<file path="config.mk">
export PLATFORM = sky130hd
export DESIGN_NAME = pipeline_hazard_ctrl
export DESIGN_NICKNAME = d
export VERILOG_FILES = /design/src/rtl/pipeline_hazard_ctrl.sv
export SDC_FILE = /design/constraint.sdc
export NUM_CORES = 1
export LEC_CHECK = 0
export ABC_CLOCK_PERIOD_IN_PS = 4250
export CAP_MARGIN = 10
export CORE_ASPECT_RATIO = 1.1
export CORE_MARGIN = 2
export CORE_UTILIZATION = 45
export CTS_CLUSTER_DIAMETER = 200
export CTS_CLUSTER_SIZE = 24
export DETAILED_ROUTE_END_ITERATION = 7
export HOLD_SLACK_MARGIN = 0.12
export PLACE_DENSITY = 0.83
export SETUP_SLACK_MARGIN = 0.1
export SLEW_MARGIN = 20
export SYNTH_ARGS = -nofsm -noshare
export SYNTH_HDL_FRONTEND = slang
export SYNTH_SLANG_ARGS = --single-unit
</file>
<file path="constraint.sdc">
create_clock -name clk -period 4.25 [get_ports clk]
set_clock_uncertainty 0.05 [all_clocks]
set_input_delay 0.85 -clock clk [delete_from_list [all_inputs] [get_ports clk]]
set_output_delay 0.85 -clock clk [all_outputs]
set_load 0.01 [all_outputs]
</file>
<file path="src/rtl/pipeline_hazard_ctrl.sv">
// Stall/flush sequencer for the 5-stage pipeline: load-use bubbles, cache-miss
// freezes, taken-branch/jump IF/ID flushes, stall counter and stuck-stall watchdog.
//
// state     | meaning
// ----------+---------------------------------------------------------------
// RUN       | pipeline advancing (or load-use bubble); flushes may fire
// MEM_STALL | cache miss freeze; branches seen meanwhile are held in flushPend
//
// Leaving MEM_STALL applies the RUN rules in the release cycle itself, so no
// extra bubble is inserted after a freeze.
module pipeline_hazard_ctrl #(
  parameter int CNT_W   = 32,
  parameter int TIMEOUT = 1024,
  parameter int TO_W    = 11
) (
  input  logic             clk,
  input  logic             rst_n,
  input  logic [4:0]       IFID_RegRs,
  input  logic [4:0]       IFID_RegRt,
  input  logic [4:0]       IDEX_RegRt,
  input  logic             IDEX_MemRead,
  input  logic             ID_BranchTaken,
  input  logic             ID_Jump,
  input  logic             ICache_stall,
  input  logic             DCache_stall,
  output logic             PC_Write,
  output logic             IFID_Write,
  output logic             IFID_Flush,
  output logic             IDEX_Flush,
  output logic             EXMEM_Write,
  output logic             MEMWB_Write,
  output logic [CNT_W-1:0] stall_count,
  output logic             stall_timeout
);

  typedef enum logic {RUN, MEM_STALL} state_t;

  state_t          state, stateNext;
  logic            flushPend, flushPendNext;
  logic            mem, lu, br;
  logic            pcWr, ifidWr, ifidFl, idexFl, exmemWr, memwbWr;
  logic [TO_W-1:0] toRemain;

  assign mem = ICache_stall | DCache_stall;
  assign lu  = IDEX_MemRead && (IDEX_RegRt != 5'd0) &&
               ((IDEX_RegRt == IFID_RegRs) || (IDEX_RegRt == IFID_RegRt));
  assign br  = ID_BranchTaken | ID_Jump;

  // State and pending-flush registers.
  always_ff @(posedge clk or negedge rst_n) begin
    if (!rst_n) begin
      state     <= RUN;
      flushPend <= 1'b0;
    end else begin
      state     <= stateNext;
      flushPend <= flushPendNext;
    end
  end

  // Next state and enables; priority is mem > load-use > branch.
  always_comb begin
    stateNext     = state;
    flushPendNext = flushPend;
    pcWr          = 1'b1;
    ifidWr        = 1'b1;
    exmemWr       = 1'b1;
    memwbWr       = 1'b1;
    ifidFl        = 1'b0;
    idexFl        = 1'b0;
    if (mem) begin
      // Full freeze from RUN or while already frozen; a branch is remembered.
      pcWr          = 1'b0;
      ifidWr        = 1'b0;
      exmemWr       = 1'b0;
      memwbWr       = 1'b0;
      flushPendNext = flushPend | br;
      stateNext     = MEM_STALL;
    end else begin
      stateNext = RUN;
      if (lu) begin
        // Bubble; the branch in ID re-evaluates next cycle, pending flush waits.
        pcWr   = 1'b0;
        ifidWr = 1'b0;
        idexFl = 1'b1;
      end else begin
        ifidFl        = br | flushPend;
        flushPendNext = 1'b0;
      end
    end
  end

  // Enables are held low for as long as reset is asserted.
  assign PC_Write    = rst_n & pcWr;
  assign IFID_Write  = rst_n & ifidWr;
  assign IFID_Flush  = rst_n & ifidFl;
  assign IDEX_Flush  = rst_n & idexFl;
  assign EXMEM_Write = rst_n & exmemWr;
  assign MEMWB_Write = rst_n & memwbWr;

  // Saturating count of cycles where the PC did not advance.
  always_ff @(posedge clk or negedge rst_n) begin
    if (!rst_n) begin
      stall_count <= '0;
    end else if (!pcWr && (stall_count != '1)) begin
      stall_count <= stall_count + CNT_W'(1);
    end
  end

  // Watchdog: down-counter reloaded whenever mem drops; terminal count on a mem edge trips it.
  always_ff @(posedge clk or negedge rst_n) begin
    if (!rst_n) begin
      toRemain      <= TO_W'(TIMEOUT - 1);
      stall_timeout <= 1'b0;
    end else if (mem) begin
      if (toRemain == '0) begin
        stall_timeout <= 1'b1;
      end else begin
        toRemain <= toRemain - TO_W'(1);
      end
    end else begin
      toRemain <= TO_W'(TIMEOUT - 1);
    end
  end

endmodule

</file>
==> flow_summary.toml, run 1 <==
[logic_synthesis]
synth.distinct_cells = 43
yosys.area.top_type = "dfrtp_1"
synth_top_family_by_area = "simple AND/OR/NAND/NOR gates"
synth-seq-cells = 45
syn-instance-count = 238
synth_compound_gate_area_share_pct = 5.92
ys_top_cells_by_area = "dfrtp_1 36%, dfstp_2 11%, xor2_1 10%"
yosys.area_share.simple_pct = 25.8
synth_nets = 263
syn_area_per_cell_sq_um = 10.2
synth_fa_ha_area_share_pct = 1.54
synth_top_area_share_pct = 36.0
netlist_area_sq_um = 2430
synthXorXnorAreaFrac_pct = 16.2
yosys-mux-area-fraction_pct = 1.08
ys_seq_area_share_pct = 46.8
synth_warnings = 0

[floorplanning]
rows = 28
design.core.area_sq_um = 5290
io_pins = 61
die_y_um = 81.1
initial_core_util_pct = 46.0
die_w_um = 74.1
dieArea_sq_um = 6010

[global_route]
grt_usage_pct = 19.3
grt_max_degree = 46
grt_antenna_before_repair = 0
grt_remaining_overflow = 0
grt_pass1_vias = 1904
grt_pass1_wl_um = 8980

[worst_hold_path]
min_path_type = "flop to flop"
holdPathStages = 1

[layout]
fin_cells = 376
fin_nets = 325
layout-drive-gt1-share_pct = 11.6
area_delta_synth_final_pct = 30.2
n_antenna_cell = 0
final_core_util_pct = 59.8
nFillCells = 438

[clock_network]
htreeDepth = 2
cts_resized = 0
cts_buffer_depth = 2
clock-sinks = 45
post_cts_buffers = 0
cts.hold.buffers_added = 0
cts-root-buf = "clkbuf_8"
clkLatencyLatePin_ns = 0.30
cts_tree = "built"
path_clk_slew_ns = 0.08
cts_made_buffers = 5

[timing]
rsz0062_at_grt = "false"
whs_ns = 0.418
period_needed_ns = 3.86
timing.fmax_mhz = 259
layout_setup_ws_ns = 0.387
slew_headroom_pct = 29.4
worst-slew-pin-transition_ns = 1.05
setup_tns_ns = 0
setup_viol = 0
hold_violations = 0
finalCritPeriodShare_pct = 90.9
maxSlewViolCount = 0

[detailed_routing]
routed_wl_um = 5280
ant_nets = 0
drtIter0Drc = 134
viasPerCell = 5.27
via_count = 1980
avgRoutedWirePerCell_um = 14.1
drc = 0
dr.pass1.iters = 4

[setup_path]
cp_slowest_cell = "or4_4"
end_kind = "output port"
cp_common_cell = "clkdlybuf4s50_1"
crit_end = "IFID_Flush"
critical_path_class = "input pin to output port"
crit_chain = "clkdlybuf4s50_1, or4_4, o21ai_4, nor2_1, nor3_1, clkdlybuf4s50_1"
r2r-end = "toRemain[5]$_DFFE_PN1N_"
cp_data_arrival_time_ns = 2.96
rrSetupSlack_ns = 1.65
required_ns = 3.35
critPathLaunchType = "input pin"
rr_worst_depth = 8
critPathLaunch = "IDEX_RegRt[1]"
rr_startpoint = "toRemain[0]$_DFFE_PN1N_"
cp.depth = 6
path_max_fanout = 5
cp.buffers_inverters = 2
cp_slowest_stage_delay_ns = 0.57
crit_family = "buffers and inverters"

[power]
peakVddDrop_mv = 0.402
powerDensity_nw_per_um2 = 378
p_leak_nw = 1.25

[placed_design]
dp_hpwl_um = 3900
placedCellCount = 368
dp_slack_ns = 0.364
gp_congestion = 0.827
portBuffers = 60

[outcome]
outcome = "finished clean"

[run]
maxCapViolCount = 0
==> placed cells by master, fill, tap and decap left out, types with 2 or more instances in the layout <==
cell type / count
a21oi_1: 3
a22oi_1: 2
and3_1: 3
clkbuf_1: 3
clkbuf_8: 5
clkdlybuf4s50_1: 59
dfrtp_1: 35
dfstp_2: 10
ha_1: 3
inv_1: 6
nand2_1: 15
nand3_1: 22
nand4_1: 12
nor2_1: 23
nor3_1: 14
nor3_2: 3
nor4_1: 2
o21ai_0: 5
or3_1: 9
or4_4: 2
xnor2_1: 15
xor2_1: 28
==> cell type report <==
type | instances | area, sq um | share of cell area (%)
clock buffers | 8 | 80.1 | 2.53
well taps | 75 | 93.8 | 2.96
inverters | 6 | 22.5 | 0.711
repair buffers | 61 | 603 | 19.1
flip-flops and latches | 45 | 1140 | 36.0
multi-input cells | 181 | 1230 | 38.8
==> stage by stage <==
stage          cell area [sq um]  power (mW)
6_report                    3170        1.20
4_1_cts                     3170        1.20
2_1_floorplan               2430       0.760
3_5_place_dp                3090       0.945
5_1_grt                     3170        1.27
3_3_place_gp                3090       0.931
==> layer usage <==
metal	track usage, %	share of wire [%]	vias up
met5	0	0	-
met4	4.55	0.23	0
met3	4.59	4.9	2
met2	31.9	50	49
met1	25.8	45	969
li1	-	-	960
==> synth_stat cells <==
cell and number:
dfrtp_1 35, xor2_1 28, nor2_1 23, nand3_1 22
nand2_1 15, xnor2_1 15, nor3_1 14, nand4_1 12
dfstp_2 10, or3_1 9, inv_1 6, o21ai_0 5
a21oi_1 3, and3_1 3, buf_4 3, ha_1 3
nor3_2 3, a22oi_1 2, nor4_1 2, or4_4 2
a211oi_2 1, a21o_1 1, a221o_2 1, a32oi_2 1
and2_1 1, buf_2 1, buf_6 1, clkbuf_1 1
mux2_2 1, mux2_4 1, nand2_2 1, nand2_4 1
nor4_2 1, nor4_4 1, nor4b_1 1, o21ai_2 1
o21ai_4 1, o31ai_1 1, o41ai_1 1, or2_1 1
or2_2 1, or4b_1 1, xnor2_2 1
==> where the power goes <==
group | switching (mW) | total, mW | internal (mW)
clock | 0.141 | 0.258 | 0.117
combinational | 0.147 | 0.339 | 0.192
sequential | 0.0918 | 0.598 | 0.506
total | 0.380 | 1.20 | 0.815
==> registers in the layout (all words and copies together), names as in the netlist <==
signal	flops
stall_count	32
toRemain	11
flushPend	1
stall_timeout	1
==> logic make-up after synthesis <==
logic type / after synthesis
multiplexers: 2
AO/OA/AOI/OAI: 18
AND/OR/NAND/NOR: 114
XOR/XNOR: 44
adder cells (fa/ha/maj): 3
flip-flops: 45
buffers and inverters: 12
==> worst register-to-register path: cells and delay by family, from the launching register on <==
kind / cells / cell delay (ns)
fa+ha+maj: 1 / 0.17
flops: 1 / 0.39
simple gates: 6 / 1.80
buf+inv: 1 / 0.12
==> worst min-delay path by stage <==
stage                              startpoint                   endpoint  slack, ns
floorplan             toRemain[3]$_DFFE_PN1N_    toRemain[3]$_DFFE_PN1N_       0.43
global placement    stall_timeout$_DFFE_PN0P_  stall_timeout$_DFFE_PN0P_       0.39
detailed placement  stall_timeout$_DFFE_PN0P_  stall_timeout$_DFFE_PN0P_       0.41
CTS                 stall_timeout$_DFFE_PN0P_  stall_timeout$_DFFE_PN0P_       0.43
global route        stall_timeout$_DFFE_PN0P_  stall_timeout$_DFFE_PN0P_       0.44
finish              stall_timeout$_DFFE_PN0P_  stall_timeout$_DFFE_PN0P_       0.42
No activity file was read; power rests on OpenSTA's default activity.
==> run 2, diff against run 1 <==
Settings changed: TNS_END_PERCENT from default to 10.
==> results of run 2 <==
Final layout, timing and power as in run 1 (identical DEF).
==> RTL change: new RTL, config.mk and constraints of run 1 <==
Reset style: synchronous (`rst_n`), changed in 3 clocked blocks.
--- a/src/rtl/pipeline_hazard_ctrl.sv
+++ b/src/rtl/pipeline_hazard_ctrl.sv
@@ -48,5 +48,5 @@
 
   // State and pending-flush registers.
-  always_ff @(posedge clk or negedge rst_n) begin
+  always_ff @(posedge clk) begin
     if (!rst_n) begin
       state     <= RUN;
@@ -99,5 +99,5 @@
 
   // Saturating count of cycles where the PC did not advance.
-  always_ff @(posedge clk or negedge rst_n) begin
+  always_ff @(posedge clk) begin
     if (!rst_n) begin
       stall_count <= '0;
@@ -108,5 +108,5 @@
 
   // Watchdog: down-counter reloaded whenever mem drops; terminal count on a mem edge trips it.
-  always_ff @(posedge clk or negedge rst_n) begin
+  always_ff @(posedge clk) begin
     if (!rst_n) begin
       toRemain      <= TO_W'(TIMEOUT - 1);
Behaviour: differs if rst_n is asserted again (counterexample within 4 cycles, from zero or initial values and one cycle with rst_n low); with rst_n held inactive, the same outputs for 10 cycles.
==> RTL change against run 1 <==
- synthesized area is 2.2% higher
- sequential cell count stayed put
- global-route usage is 1.1 points higher
- worst hold slack better by 21 ps
- worst setup slack worse by 75 ps
- design area is 1.2% higher
- wire length is 6.8% higher
- register-to-register slack worse by 280 ps
- final cell count is 13% higher
- highest routed layer unchanged
Power is not compared: it rests on default switching activity, and its combinational part moved more than twofold at a synthesized area within 25%.
==> RTL change: results <==
[status]
run_status = "completed"

[yosys]
synth_top_cell_area_share = 0.363
synth_common_cells = "dfxtp_1 (45), nand2_1 (31), a21oi_1 (25), or4_1 (21), o31ai_1 (20)"
ys_top_cells_by_area = "dfxtp_1 (36%), or4_1 (6.3%), o31ai_1 (6.0%), a21oi_1 (5.0%), nand2_1 (4.7%)"
postSynth.asyncResetShare = 0
synth_seq_area_share = 0.363
syn-num-nets = 323
synthDistinctLibCells = 39
yosysWarningCount = 0

[setup_path]
critical-path-slowest-cell = "or4_1"
crit_fanout = 3
critical_path.endpoint = "IFID_Flush"
reg2reg_setup_slack_ps = 1370
rr_endpoint = "stall_count[9]"
cp_top_family = "buffers and inverters"
worstReg2RegStart = "stall_count[0]"
worst-r2r-cell-count = 7
cpPeakStageDelay_ps = 530

[drt]
dr_wl_met3_um = 275
drt_first_pass_iters = 4
detailroute.via_count = 2412
routed_wire_length_mm = 5.65
detailroute.wirelength.met2_mm = 2.94
detail_route.wirelength.met1_mm = 2.33
route.top_layer_used = "met4"
dr.first_iter.drc_count = 143

[finish]
fillers = 466
fin_nets = 373
layout-drive-gt1-share = 0.0543
largest_registers = "stall_count (32), toRemain (11)"

[clock_tree]
number_of_levels_the_h_tree_was_split_into = 2
cts_inserted_buffers = 5
clk_latency_ps = 300
ctsLongestPathBuffers = 2

[grt]
antenna_found_initial = 0
overall_overflow_remaining_after_global_route = 0
vias_in_the_first_global_route = 2284
grt_pass1_wl_mm = 9.78
grt_max_degree = 55
grt_usage = 0.204

[timing]
worst_slew_pin_slew_ps = 635

[power]
p_leak_nw = 1.02
vdd.ir_drop.worst_mv = 0.121

[placement]
detailed_place_hpwl_mm = 4.01
gp_congestion = 0.796

[min_path]
holdCritPathClass = "reg2reg"
[RTL change: cell types whose count changed in the layout (fill, tap and decap cells not counted), sizes merged, moves of 14 or more]
cell	before	now
or4	2	21
dfxtp	0	45
xor2	28	13
nand2	17	31
dfrtp	35	0
o31ai	1	20
a21oi	3	25
[RTL change: kinds of logic after synthesis]
kind of cell / Yosys count / synth area share
mux: 10 / 0.0403
flops: 45 / 0.363
fa+ha+maj: 2 / 0.0101
buf+inv: 28 / 0.0499
compound gates: 58 / 0.141
simple gates: 140 / 0.340
xor+xnor: 16 / 0.0564
[RTL change: metrics by stage]
| stage | power [W] | setup WS (ps) | area, um^2 | instances | hold slack [ps] |
|---|---|---|---|---|---|
| 6_report | 0.000793 | 312 | 3200 | 425 | 439 |
| 5_1_grt | 0.000825 | 184 | 3200 | 425 | 455 |
| 4_1_cts | 0.000804 | 311 | 3200 | 425 | 444 |
| 3_5_place_dp | 0.000520 | 334 | 3110 | 417 | 428 |
| 3_3_place_gp | 0.000518 | 357 | 3110 | 417 | 427 |
| 2_1_floorplan | 0.000482 | 1250 | 2480 | 299 | 403 |
[RTL change: how the worst min path moves through the flow]
stage | from | end | slack [ps] | depth (start not counted)
2_1_floorplan | flushPend | flushPend | 400 | 2
3_3_place_gp | stall_count[19] | stall_count[19] | 430 | 2
3_5_place_dp | flushPend | flushPend | 430 | 2
4_1_cts | flushPend | flushPend | 440 | 2
5_1_grt | flushPend | flushPend | 450 | 2
6_report | stall_timeout | stall_timeout | 440 | 2
[RTL change: power groups by stage]
| stage | Combinational [W] | Sequential (W) | Clock (W) |
|---|---|---|---|
| after floorplan | 0.0000412 | 0.000441 | 0 |
| after global placement | 0.0000767 | 0.000441 | 0 |
| after detailed placement | 0.0000790 | 0.000441 | 0 |
| after CTS | 0.0000792 | 0.000431 | 0.000294 |
| after global routing | 0.0000869 | 0.000432 | 0.000306 |
| final | 0.0000784 | 0.000431 | 0.000283 |
[RTL change: final cells by class]
cell class	count	area share
clock buffer	6	0.0258
clock inverter	2	0.00430
tap	75	0.0293
multi-input combinational	226	0.455
inverter	8	0.00938
sequential	45	0.281
timing repair buffer	63	0.195
[RTL change: tightest hold or removal path: cells and delay by family, from the launching register on]
kind	cells	cell delay [ps]
DFF	1	340
and+or+nand+nor	1	70
AOI/OAI and AO/OA	1	40
[RTL change: per-layer routing]
layer | global-route usage | vias up
li1 | - | 1217
met1 | 0.235 | 1134
met2 | 0.357 | 54
met3 | 0.0528 | 7
met4 | 0.0804 | 0
met5 | 0 | -
